File: config.mk
export PLATFORM = sky130hd
export DESIGN_NAME = ex_muldiv_ctrl
export DESIGN_NICKNAME = d
export VERILOG_FILES = /design/src/rtl/riscv_pkg.sv /design/src/rtl/muldiv_datapath.sv /design/src/rtl/ex_muldiv_ctrl.sv
export SDC_FILE = /design/constraint.sdc
export NUM_CORES = 1
export LEC_CHECK = 0
export BUFFER_PORTS_ARGS = -buffer_cell sky130_fd_sc_hd__buf_2
export CORE_UTILIZATION = 55
export CTS_CLUSTER_DIAMETER = 150
export DETAILED_ROUTE_END_ITERATION = 12
export PLACE_DENSITY_LB_ADDON = 0.1
export RECOVER_POWER = 50
export SLEW_MARGIN = 15
export SYNTH_ARGS = -nofsm -noshare
export SYNTH_HDL_FRONTEND = slang
export SYNTH_SLANG_ARGS = --single-unit
File: constraint.sdc
create_clock -name clk -period 5 [get_ports clk]
set_input_delay 0.75 -clock clk [delete_from_list [all_inputs] [get_ports clk]]
set_output_delay 0.75 -clock clk [all_outputs]
set_load 0.005 [all_outputs]
File: src/rtl/riscv_pkg.sv
// Shared RV32M definitions: funct3 op codes, sequencer state encoding and
// special-case constants used by the iterative multiply/divide unit.
package riscv_pkg;

  localparam int unsigned W       = 32;
  localparam int unsigned CNT_W   = 5;
  localparam int unsigned ITERS   = 32;

  localparam logic [2:0] F3_MUL    = 3'b000;
  localparam logic [2:0] F3_MULH   = 3'b001;
  localparam logic [2:0] F3_MULHSU = 3'b010;
  localparam logic [2:0] F3_MULHU  = 3'b011;
  localparam logic [2:0] F3_DIV    = 3'b100;
  localparam logic [2:0] F3_DIVU   = 3'b101;
  localparam logic [2:0] F3_REM    = 3'b110;
  localparam logic [2:0] F3_REMU   = 3'b111;

  localparam logic [W-1:0] DIV0_QUOT = 32'hFFFF_FFFF;
  localparam logic [W-1:0] INT_MIN   = 32'h8000_0000;

  typedef enum logic [1:0] {
    S_IDLE = 2'd0,
    S_CALC = 2'd1,
    S_FIX  = 2'd2,
    S_DONE = 2'd3
  } state_t;

  // Operand A is signed for MUL, MULH, MULHSU, DIV, REM.
  function automatic logic op_a_signed(input logic [2:0] f);
    return (f == F3_MUL) || (f == F3_MULH) || (f == F3_MULHSU) ||
           (f == F3_DIV) || (f == F3_REM);
  endfunction

  // Operand B is signed for MUL, MULH, DIV, REM.
  function automatic logic op_b_signed(input logic [2:0] f);
    return (f == F3_MUL) || (f == F3_MULH) || (f == F3_DIV) || (f == F3_REM);
  endfunction

endpackage

File: src/rtl/muldiv_datapath.sv
// Magnitude datapath: 64-bit shift-add multiply / restoring divide over
// 32 steps, with sign correction applied on the way out.
module muldiv_datapath
  import riscv_pkg::*;
(
  input  logic         clk,
  input  logic         rst,
  input  logic         load,
  input  logic         step,
  input  logic [2:0]   op,
  input  logic         a_signed,
  input  logic         b_signed,
  input  logic [W-1:0] rs1_data,
  input  logic [W-1:0] rs2_data,
  output logic [W-1:0] res_c
);

  logic [W-1:0] hi;
  logic [W-1:0] lo;
  logic [W-1:0] divisor;
  logic         a_neg;
  logic         b_neg;

  logic         a_is_neg;
  logic         b_is_neg;
  logic [W:0]   mul_sum;
  logic [W:0]   div_tmp;
  logic         div_ge;
  logic [W-1:0] div_hi;
  logic [2*W-1:0] prod;
  logic [2*W-1:0] prod_s;
  logic [W-1:0] quot_s;
  logic [W-1:0] rem_s;

  assign a_is_neg = a_signed & rs1_data[W-1];
  assign b_is_neg = b_signed & rs2_data[W-1];

  // hi holds the running product high word / partial remainder; lo holds
  // the multiplier being consumed / quotient being built.
  always_comb begin
    mul_sum = {1'b0, hi} + (lo[0] ? {1'b0, divisor} : (W+1)'(0));
    div_tmp = {hi, lo[W-1]};
    div_ge  = div_tmp >= {1'b0, divisor};
    div_hi  = div_ge ? (div_tmp[W-1:0] - divisor) : div_tmp[W-1:0];
  end

  always_ff @(posedge clk) begin
    if (rst) begin
      hi      <= '0;
      lo      <= '0;
      divisor <= '0;
      a_neg   <= 1'b0;
      b_neg   <= 1'b0;
    end else if (load) begin
      a_neg   <= a_is_neg;
      b_neg   <= b_is_neg;
      lo      <= a_is_neg ? (W'(0) - rs1_data) : rs1_data;
      divisor <= b_is_neg ? (W'(0) - rs2_data) : rs2_data;
      hi      <= '0;
    end else if (step) begin
      if (op[2]) begin
        hi <= div_hi;
        lo <= {lo[W-2:0], div_ge};
      end else begin
        hi <= mul_sum[W:1];
        lo <= {mul_sum[0], lo[W-1:1]};
      end
    end
  end

  // Sign correction: product by sign difference, quotient likewise,
  // remainder follows the dividend.
  always_comb begin
    prod   = {hi, lo};
    prod_s = (a_neg ^ b_neg) ? ((2*W)'(0) - prod) : prod;
    quot_s = (a_neg ^ b_neg) ? (W'(0) - lo) : lo;
    rem_s  = a_neg ? (W'(0) - hi) : hi;
    res_c  = '0;
    case (op)
      F3_MUL:                      res_c = prod_s[W-1:0];
      F3_MULH, F3_MULHSU, F3_MULHU: res_c = prod_s[2*W-1:W];
      F3_DIV, F3_DIVU:             res_c = quot_s;
      default:                     res_c = rem_s;
    endcase
  end

endmodule

File: src/rtl/ex_muldiv_ctrl.sv
// RV32M iterative multiply/divide sequencer beside the EX ALU: stalls the
// front of the pipe while iterating, then presents result/rd for one cycle.
module ex_muldiv_ctrl
  import riscv_pkg::*;
#(
  parameter int unsigned XLEN = 32
) (
  input  logic            clk,
  input  logic            rst,
  input  logic            start,
  input  logic [2:0]      funct3,
  input  logic [XLEN-1:0] rs1_data,
  input  logic [XLEN-1:0] rs2_data,
  input  logic [4:0]      rd,
  input  logic            flush,
  output logic            ex_stall,
  output logic            busy,
  output logic            done,
  output logic [XLEN-1:0] result,
  output logic [4:0]      rd_out
);

  state_t             state;
  state_t             state_nx;
  logic [CNT_W-1:0]   cnt;
  logic [2:0]         f3_q;
  logic [4:0]         rd_q;
  logic               load_c;
  logic               step_c;
  logic               fix_c;
  logic               div0_c;
  logic               ovf_c;
  logic               special_c;
  logic [XLEN-1:0]    special_val_c;
  logic [W-1:0]       res_c;

  // Divide-by-zero and signed overflow finish without iterating.
  always_comb begin
    div0_c        = funct3[2] && (rs2_data == '0);
    ovf_c         = ((funct3 == F3_DIV) || (funct3 == F3_REM)) &&
                    (rs1_data == INT_MIN) && (rs2_data == '1);
    special_c     = div0_c | ovf_c;
    special_val_c = '0;
    if (div0_c)
      special_val_c = funct3[1] ? rs1_data : DIV0_QUOT;
    else if (ovf_c)
      special_val_c = funct3[1] ? '0 : INT_MIN;
  end

  always_ff @(posedge clk) begin
    if (rst) state <= S_IDLE;
    else     state <= state_nx;
  end

  always_comb begin
    state_nx = state;
    load_c   = 1'b0;
    step_c   = 1'b0;
    ex_stall = 1'b0;
    case (state)
      S_IDLE: begin
        if (start) begin
          ex_stall = 1'b1;
          load_c   = 1'b1;
          state_nx = special_c ? S_DONE : S_CALC;
        end
      end
      S_CALC: begin
        ex_stall = 1'b1;
        step_c   = 1'b1;
        if (cnt == CNT_W'(ITERS - 1)) state_nx = S_FIX;
      end
      S_FIX: begin
        ex_stall = 1'b1;
        state_nx = S_DONE;
      end
      default: state_nx = S_IDLE;
    endcase
    // Flush wins over everything except reset.
    if (flush) begin
      state_nx = S_IDLE;
      load_c   = 1'b0;
      step_c   = 1'b0;
      ex_stall = 1'b0;
    end
  end

  assign fix_c = (state == S_FIX) && !flush;

  always_ff @(posedge clk) begin
    if (rst) begin
      cnt    <= '0;
      f3_q   <= '0;
      rd_q   <= '0;
      done   <= 1'b0;
      busy   <= 1'b0;
      result <= '0;
      rd_out <= '0;
    end else begin
      done <= (state_nx == S_DONE);
      busy <= (state_nx != S_IDLE);
      if (load_c) begin
        cnt  <= '0;
        f3_q <= funct3;
        rd_q <= rd;
        if (special_c) begin
          result <= special_val_c;
          rd_out <= rd;
        end
      end else if (step_c) begin
        cnt <= cnt + CNT_W'(1);
      end
      if (fix_c) begin
        result <= res_c;
        rd_out <= rd_q;
      end
    end
  end

  muldiv_datapath u_dp (
    .clk      (clk),
    .rst      (rst),
    .load     (load_c),
    .step     (step_c),
    .op       (f3_q),
    .a_signed (op_a_signed(funct3)),
    .b_signed (op_b_signed(funct3)),
    .rs1_data (rs1_data),
    .rs2_data (rs2_data),
    .res_c    (res_c)
  );

endmodule

==> impl_metrics.py, run 1 <==
metrics = {
    "global_routing": {
        "grt_max_degree": 137,
        "grt_pass1_vias": 14500,
        "grt-ovfl-total": 0,
        "antenna_found_initial": 5,
        "grt_usage_pct": 40.8,
        "grt_pass1_wl_um": 85000,
    },
    "run_status": {
        "outcome": "finished with violations",
        "violations": "design-rule violations, max-capacitance violations, max-slew violations",
    },
    "sta": {
        "timing.setup.tns_ns": 0,
        "relSlewSlack_pct": -77.5,
        "hold_viol": 0,
        "fmax_mhz": 238,
        "slew_viol_final": 158,
        "fin_crit_sh_pct": 83.9,
        "setup_violations": 0,
        "finalCriticalPeriod_ns": 4.20,
        "tightest_slew_ns": 2.66,
        "rsz0062_at_grt": "no",
        "finalClockSkew_ns": 0.0219,
    },
    "drt": {
        "wl_met1_um": 24500,
        "drtPass1Iterations": 10,
        "drt_wl_total_um": 56000,
        "routed-wl-met2_um": 22700,
        "via_per_inst": 6.83,
        "routed-via-count": 16500,
        "highest_layer": "met5",
        "ant_nets": 0,
        "wl_per_cell_um": 23.2,
        "drtIter0Drc": 2048,
        "wl_met3_um": 7220,
        "drcViolationCount": 4,
    },
    "die": {
        "start_util_pct": 56.1,
        "die_h_um": 165,
        "io_pins": 116,
        "core_area_sq_mm": 0.0261,
        "rows": 59,
        "dieArea_sq_mm": 0.0273,
        "die_w_um": 165,
    },
    "logic_synthesis": {
        "syn_inst": 2047,
        "synth_xor_area_share_pct": 9.85,
        "synth_compound_area_share_pct": 31.1,
        "yosys-top-cells-area": "dfxtp_1, a21oi_1, ha_1, nor2_1, o21ai_0",
        "yosysTopAreaCell": "dfxtp_1",
        "synth_nets": 2200,
        "synthMuxAreaShare_pct": 3.38,
        "ys.warnings.count": 0,
        "ys_dominant_reg_cell": "dfxtp_1",
        "ys_types": 88,
        "synth_fa_ha_area_share_pct": 6.67,
        "yosysMostFrequentCell": "a21oi_1",
        "synth_top_family_by_area": "compound AO/OA/AOI/OAI gates",
        "ys_seq_area_share_pct": 20.8,
        "ys_ff_latch": 152,
        "synth_area_per_cell_sq_um": 7.16,
        "synth_common_cells": "a21oi_1, nor2_1, nand2_1, o21ai_0, dfxtp_1",
        "synth_edf_count": 0,
        "synth_top_cell_area_share_pct": 20.8,
        "synth-simple-area-share_pct": 22.4,
        "netlist_area_sq_mm": 0.0147,
        "async_reset_ff_share_pct": 0,
    },
    "power_and_ir_drop": {
        "p_leak_nw": 6.25,
        "fin_total_pwr_w": 0.00404,
        "worst_ir_drop_vdd_mv": 0.220,
        "power.density_mw_per_mm2": 254,
    },
    "clock_network": {
        "clk_pin_slew_ns": 0.08,
        "cts_hold_buf": 0,
        "cts.repair.resized": 0,
        "cts_max_level": 4,
        "cts_buffer_depth": 2,
        "clock-root-buffer": "clkbuf_16",
        "cts_tree": "yes",
        "cts_buffers": 17,
        "cts_setup_buffers": 0,
        "clk_latency_ns": 0.45,
        "cts.sink_count": 152,
    },
    "layout": {
        "final.fill_count": 2523,
        "drive_above_1_share_pct": 9.16,
        "area_growth_pct": 8.47,
        "final_nets": 2216,
    },
    "worst_hold_path": {
        "hold_end": "rd_q[4]$_SDFFE_PP0P_",
        "worstHoldPathCells": 2,
        "min_path_type": "register to register",
        "holdCritStartpoint": "rd_q[4]$_SDFFE_PP0P_",
    },
    "flow_run": {
        "maxCapViolations": 2,
    },
    "place": {
        "dp_hpwl_um": 41800,
        "routabilityCongestion": 1.03,
        "portBuffers": 115,
    },
    "setup_path": {
        "path_class": "register to register",
        "path_cells": "inv_1 -> ha_1 -> nand2_1 -> or2_0 -> nand2b_1 -> nor2_1 -> nand3_1 -> o31ai_1",
        "crit_path_end_kind": "register",
        "worst_ep_required_time_ns": 5.34,
        "cp_max_fo": 20,
        "worstPathArrival_ns": 4.54,
        "worstSetupStartpointType": "register",
        "max_stage_delay_ns": 1.17,
        "r2r-start": "state[1]$_SDFF_PP0_",
        "reg2regPathDepth": 8,
        "reg2reg_to": "u_dp.hi[30]$_SDFFE_PP0P_",
        "slowest_stage": "or2_0",
        "r2r_setup_slack_ns": 0.80,
    },
}
## through the flow
| stage | hold WS, ns | cells | util [%] | worst slack (ns) | instance area, sq um |
|---|---|---|---|---|---|
| after floorplan | 0.432 | 2047 | - | 1.52 | 14700 |
| after global placement | 0.444 | 2379 | 58.7 | 0.762 | 15400 |
| after detailed placement | 0.448 | 2379 | 58.7 | 0.723 | 15400 |
| after CTS | 0.457 | 2410 | 61.1 | 1.07 | 16000 |
| after global routing | 0.481 | 2410 | 60.9 | 0.584 | 15900 |
| final | 0.460 | 2411 | 60.9 | 0.804 | 15900 |
## critical path: cells and delay by family, from the launching register on
family,cells,cell delay [ns]
DFF,1,0.42
AOI/OAI and AO/OA,1,0.33
buffers and inverters,1,0.09
and+or+nand+nor,5,3.01
adders and majority gates,1,0.25
## layout make-up
type                       instances  area, sq um  area share [%]
sequential                       152         3040            19.1
inverter                          66          248            1.56
clock inverter                    14          181            1.14
timing repair buffer             147          777            4.88
clock buffer                      17          425            2.67
multi-input combinational       1679        10800            68.0
tap                              335          419            2.64
antenna                            1         2.50          0.0157
## layer usage
layer  up-vias  GRT usage [%]
met4        10           10.9
li1       7598              -
met5         -              0
met1      7700           58.7
met3       131           12.1
met2      1024           58.2
## registers in the layout, summed over array words and instances, names as in the netlist
name and count:
cnt 5, u_dp.divisor 32, f3_q 3, busy 1, u_dp.hi 32, u_dp.lo 32, rd_q 5, result 32
done 1, u_dp.b_neg 1, u_dp.a_neg 1, state 2, rd_out 5
## where the power goes
part           switching [W]  internal [W]  leakage, nW
Combinational       0.000806      0.000457         4.72
Clock               0.000646      0.000757        0.293
Sequential          0.000103       0.00127         1.24
## cells in the final DEF, fill, tap and decap left out, types with 64 or more instances in the layout
cell       n
nor2_1   205
dfxtp_1  151
buf_2     83
inv_1     64
o21ai_0  154
nand2_1  174
a21oi_1  207
ha_1      75
xor2_1    86
xnor2_1   77
## logic make-up (layout without fill, tap and decap cells)
| group | Yosys count | count (layout) |
|---|---|---|
| adders and majority gates | 77 | 77 |
| xor gates and xnor gates | 165 | 165 |
| DFF | 152 | 152 |
| other | 0 | 1 |
| buffers and inverters | 216 | 244 |
| muxes | 49 | 49 |
| and+or+nand+nor | 675 | 675 |
| AOI/OAI and AO/OA | 713 | 713 |
## worst max path at each step
stage                     slack (ns)  cells past startpoint                       end                     from
final                           0.80                      8  u_dp.hi[30]$_SDFFE_PP0P_      state[1]$_SDFF_PP0_
after global routing            0.58                      8   result[27]$_SDFFE_PP0P_      state[1]$_SDFF_PP0_
after CTS                       1.07                     13  u_dp.hi[28]$_SDFFE_PP0P_  u_dp.lo[0]$_SDFFE_PP0P_
after detailed placement        0.72                     10    result[7]$_SDFFE_PP0P_             rs1_data[26]
after global placement          0.76                     10    result[7]$_SDFFE_PP0P_             rs1_data[26]
after floorplan                 1.52                     12    result[3]$_SDFFE_PP0P_              rs1_data[0]
No activity file was read; power rests on OpenSTA's default activity.
==> inputs of run 2 (changes only) <==
--- a/config.mk
+++ b/config.mk
@@ -5,6 +5,7 @@
 export SDC_FILE = /design/constraint.sdc
 export NUM_CORES = 1
 export LEC_CHECK = 0
+export ABC_AREA = 1
 export BUFFER_PORTS_ARGS = -buffer_cell sky130_fd_sc_hd__buf_2
 export CORE_UTILIZATION = 55
 export CTS_CLUSTER_DIAMETER = 150
==> constraint.sdc (replaced) <==
create_clock -name clk -period 3.85 [get_ports clk]
set_input_delay 0.5775 -clock clk [delete_from_list [all_inputs] [get_ports clk]]
set_output_delay 0.5775 -clock clk [all_outputs]
set_load 0.005 [all_outputs]
==> impl_metrics.py, run 2 <==
metrics = {
    "run_status": {
        "outcome": "complete, no violations",
    },
    "clock_network": {
        "clock-root-buffer": "clkbuf_16",
        "clk_pin_slew_ns": 0.08,
        "cts.repair.resized": 0,
        "cts_tree": "yes",
        "cts_buffers": 17,
        "clk_latency_ns": 0.45,
        "cts_buffer_depth": 2,
        "cts_setup_buffers": 0,
        "cts_hold_buf": 0,
        "cts.sink_count": 152,
        "cts_max_level": 4,
    },
    "drt": {
        "drt_wl_total_um": 75300,
        "via_per_inst": 6.11,
        "wl_per_cell_um": 20.4,
        "drtPass1Iterations": 6,
        "drtIter0Drc": 3381,
        "ant_nets": 0,
        "drcViolationCount": 0,
        "routed-via-count": 22500,
    },
    "die": {
        "start_util_pct": 56.1,
        "io_pins": 116,
        "die_w_um": 179,
        "dieArea_sq_mm": 0.0320,
        "rows": 64,
        "die_h_um": 179,
        "core_area_sq_mm": 0.0307,
    },
    "logic_synthesis": {
        "synth_common_cells": "nand2_1, inv_1, nor2_1, nand3_1, o21ai_0",
        "ys_dominant_reg_cell": "dfxtp_1",
        "ys_ff_latch": 152,
        "yosysMostFrequentCell": "nand2_1",
        "synth_edf_count": 0,
        "ys.warnings.count": 0,
        "netlist_area_sq_mm": 0.0172,
        "synth_nets": 3347,
        "synth_top_cell_area_share_pct": 21.9,
        "async_reset_ff_share_pct": 0,
        "synth_area_per_cell_sq_um": 5.39,
        "yosys-top-cells-area": "nand2_1, dfxtp_1, inv_1, nand3_1, nor2_1",
        "ys_types": 59,
        "ys_seq_area_share_pct": 17.7,
        "syn_inst": 3194,
        "yosysTopAreaCell": "nand2_1",
    },
    "power_and_ir_drop": {
        "p_comb_share_pct": 39.5,
        "p_leak_nw": 9.83,
        "intPower_w": 0.00317,
        "clkPwrFrac_pct": 30.0,
        "netSwitchingPower_w": 0.00263,
        "worst_ir_drop_vdd_mv": 0.303,
        "power_frac_seq_pct": 30.5,
        "power.density_mw_per_mm2": 309,
        "p_sw_share_pct": 45.3,
    },
    "global_routing": {
        "use_met2_pct": 65.4,
        "grtUsageMet3_pct": 17.9,
        "grt_pass1_vias": 19600,
        "grt-ovfl-total": 0,
        "grt_max_degree": 54,
        "top_usage_layer": "met2",
        "use_met1_pct": 63.1,
        "grt_pass1_wl_um": 113000,
        "grt_usage_pct": 46.6,
        "antenna_found_initial": 3,
    },
    "sta": {
        "relSlewSlack_pct": 22.7,
        "slew_viol_final": 0,
        "timing.setup.tns_ns": 0,
        "hold_viol": 0,
        "fmax_mhz": 306,
        "finalClockSkew_ns": 0.0175,
        "finalCriticalPeriod_ns": 3.27,
        "rsz0062_at_grt": "no",
        "fin_crit_sh_pct": 85.0,
        "setup_violations": 0,
        "tightest_slew_ns": 1.16,
    },
    "layout": {
        "final_nets": 3427,
        "drive_above_1_share_pct": 7.30,
        "area_growth_pct": 8.98,
        "final_common_cell": "nand2_1",
        "mostFrequentLayoutCells": "nand2_1, inv_1, nor2_1, nand3_1, o21ai_0",
        "antenna_cells": 0,
        "fin_util_pct": 61.2,
        "final.fill_count": 3163,
    },
    "setup_path": {
        "crit_buf_inv": 6,
        "max_stage_delay_ns": 0.65,
        "slowest_stage": "clkbuf_2",
        "worst_ep_required_time_ns": 4.25,
        "worstSetupStartpointType": "register",
        "worstPathArrival_ns": 3.67,
        "crit_path_end_kind": "register",
        "crit_family": "buffers and inverters",
        "path_class": "register to register",
        "path_cells": "inv_1 -> ha_1 -> nand2_1 -> nor2_1 -> buf_4 -> nor2_1 -> buf_4 -> inv_1 -> clkbuf_2 -> a21oi_1 -> nand2_1 -> inv_1",
        "cpMostUsedCell": "inv_1",
        "cp_max_fo": 53,
    },
    "worst_hold_path": {
        "min_path_type": "primary input to register",
    },
    "flow_run": {
        "maxCapViolations": 0,
    },
    "place": {
        "dp_hpwl_um": 60100,
        "routabilityCongestion": 1.13,
        "portBuffers": 115,
    },
}
## run 2: cell types whose count changed in the layout (fill, tap and decap cells not counted), moves of 24 or more
cell | previous run | this run
xnor2_1 | 77 | 7
o31ai_1 | 53 | 2
a21o_1 | 34 | 0
o21ai_0 | 154 | 220
inv_1 | 64 | 463
a21oi_1 | 207 | 183
a211oi_1 | 56 | 1
xor2_1 | 86 | 28
or3_1 | 32 | 0
nand2_1 | 174 | 1003
nand3_1 | 44 | 299
nor2_1 | 205 | 364
mux2i_1 | 45 | 1
## run 2: cell type report
class	instances	area (sq um)	share of cell area, %
sequential	152	3040	16.2
inverter	472	1780	9.46
multi-input combinational	2471	12000	63.8
tap	396	495	2.64
timing repair buffer	160	880	4.69
clock buffer	17	425	2.27
clock inverter	15	180	0.960
## run 2: worst register-to-register path: cells and delay by family, from the launching register on
kind / cells / cell delay, ns
AND/OR/NAND/NOR: 4 / 0.42
AO/OA/AOI/OAI: 1 / 0.62
buffers and inverters: 6 / 1.54
flip-flops: 1 / 0.43
adder cells (fa/ha/maj): 1 / 0.22
## run 2: final timing paths
path,start,end,slack (ns),depth (start not counted)
max,state[1]$_SDFF_PP0_,u_dp.hi[10]$_SDFFE_PP0P_,0.58,12
min,rd[0],rd_q[0]$_SDFFE_PP0P_,0.35,3
max reg2reg,state[1]$_SDFF_PP0_,u_dp.hi[10]$_SDFFE_PP0P_,0.58,12
min reg2reg,rd_q[0]$_SDFFE_PP0P_,rd_q[0]$_SDFFE_PP0P_,0.48,2
## run 2: kinds of logic (layout without fill, tap and decap cells)
kind of cell | Yosys count | count (layout) | share of synthesized area, %
mux | 1 | 1 | 0.0582
simple gates | 1836 | 1836 | 45.1
flops | 152 | 152 | 17.7
xor+xnor | 36 | 36 | 1.88
buf+inv | 571 | 664 | 12.9
fa+ha+maj | 77 | 77 | 5.68
compound gates | 521 | 521 | 16.7
## run 2: routing by layer
layer  share of wire, %  vias up
met2                 39     1731
met5              0.046        -
met4                4.4        6
li1                   -    10500
met1                 39    10100
met3                 18      244
## run 2: power by group through the flow
stage          logic (W)  clock network [W]  registers (W)
3_3_place_gp     0.00214                  0        0.00179
4_1_cts          0.00217            0.00174        0.00176
2_1_floorplan    0.00149                  0        0.00175
3_5_place_dp     0.00216                  0        0.00179
5_1_grt          0.00247            0.00180        0.00177
6_report         0.00229            0.00174        0.00177
## run 2: metrics by stage
step	setup slack, ns	instance area [sq um]	total power, W	hold slack (ns)	std cells
floorplan	1.52	17200	0.00323	0.441	3194
global placement	0.870	18200	0.00393	0.461	3651
detailed placement	0.824	18200	0.00395	0.473	3651
CTS	0.931	18800	0.00567	0.342	3683
global route	0.443	18800	0.00605	0.368	3683
finish	0.578	18800	0.00580	0.355	3683
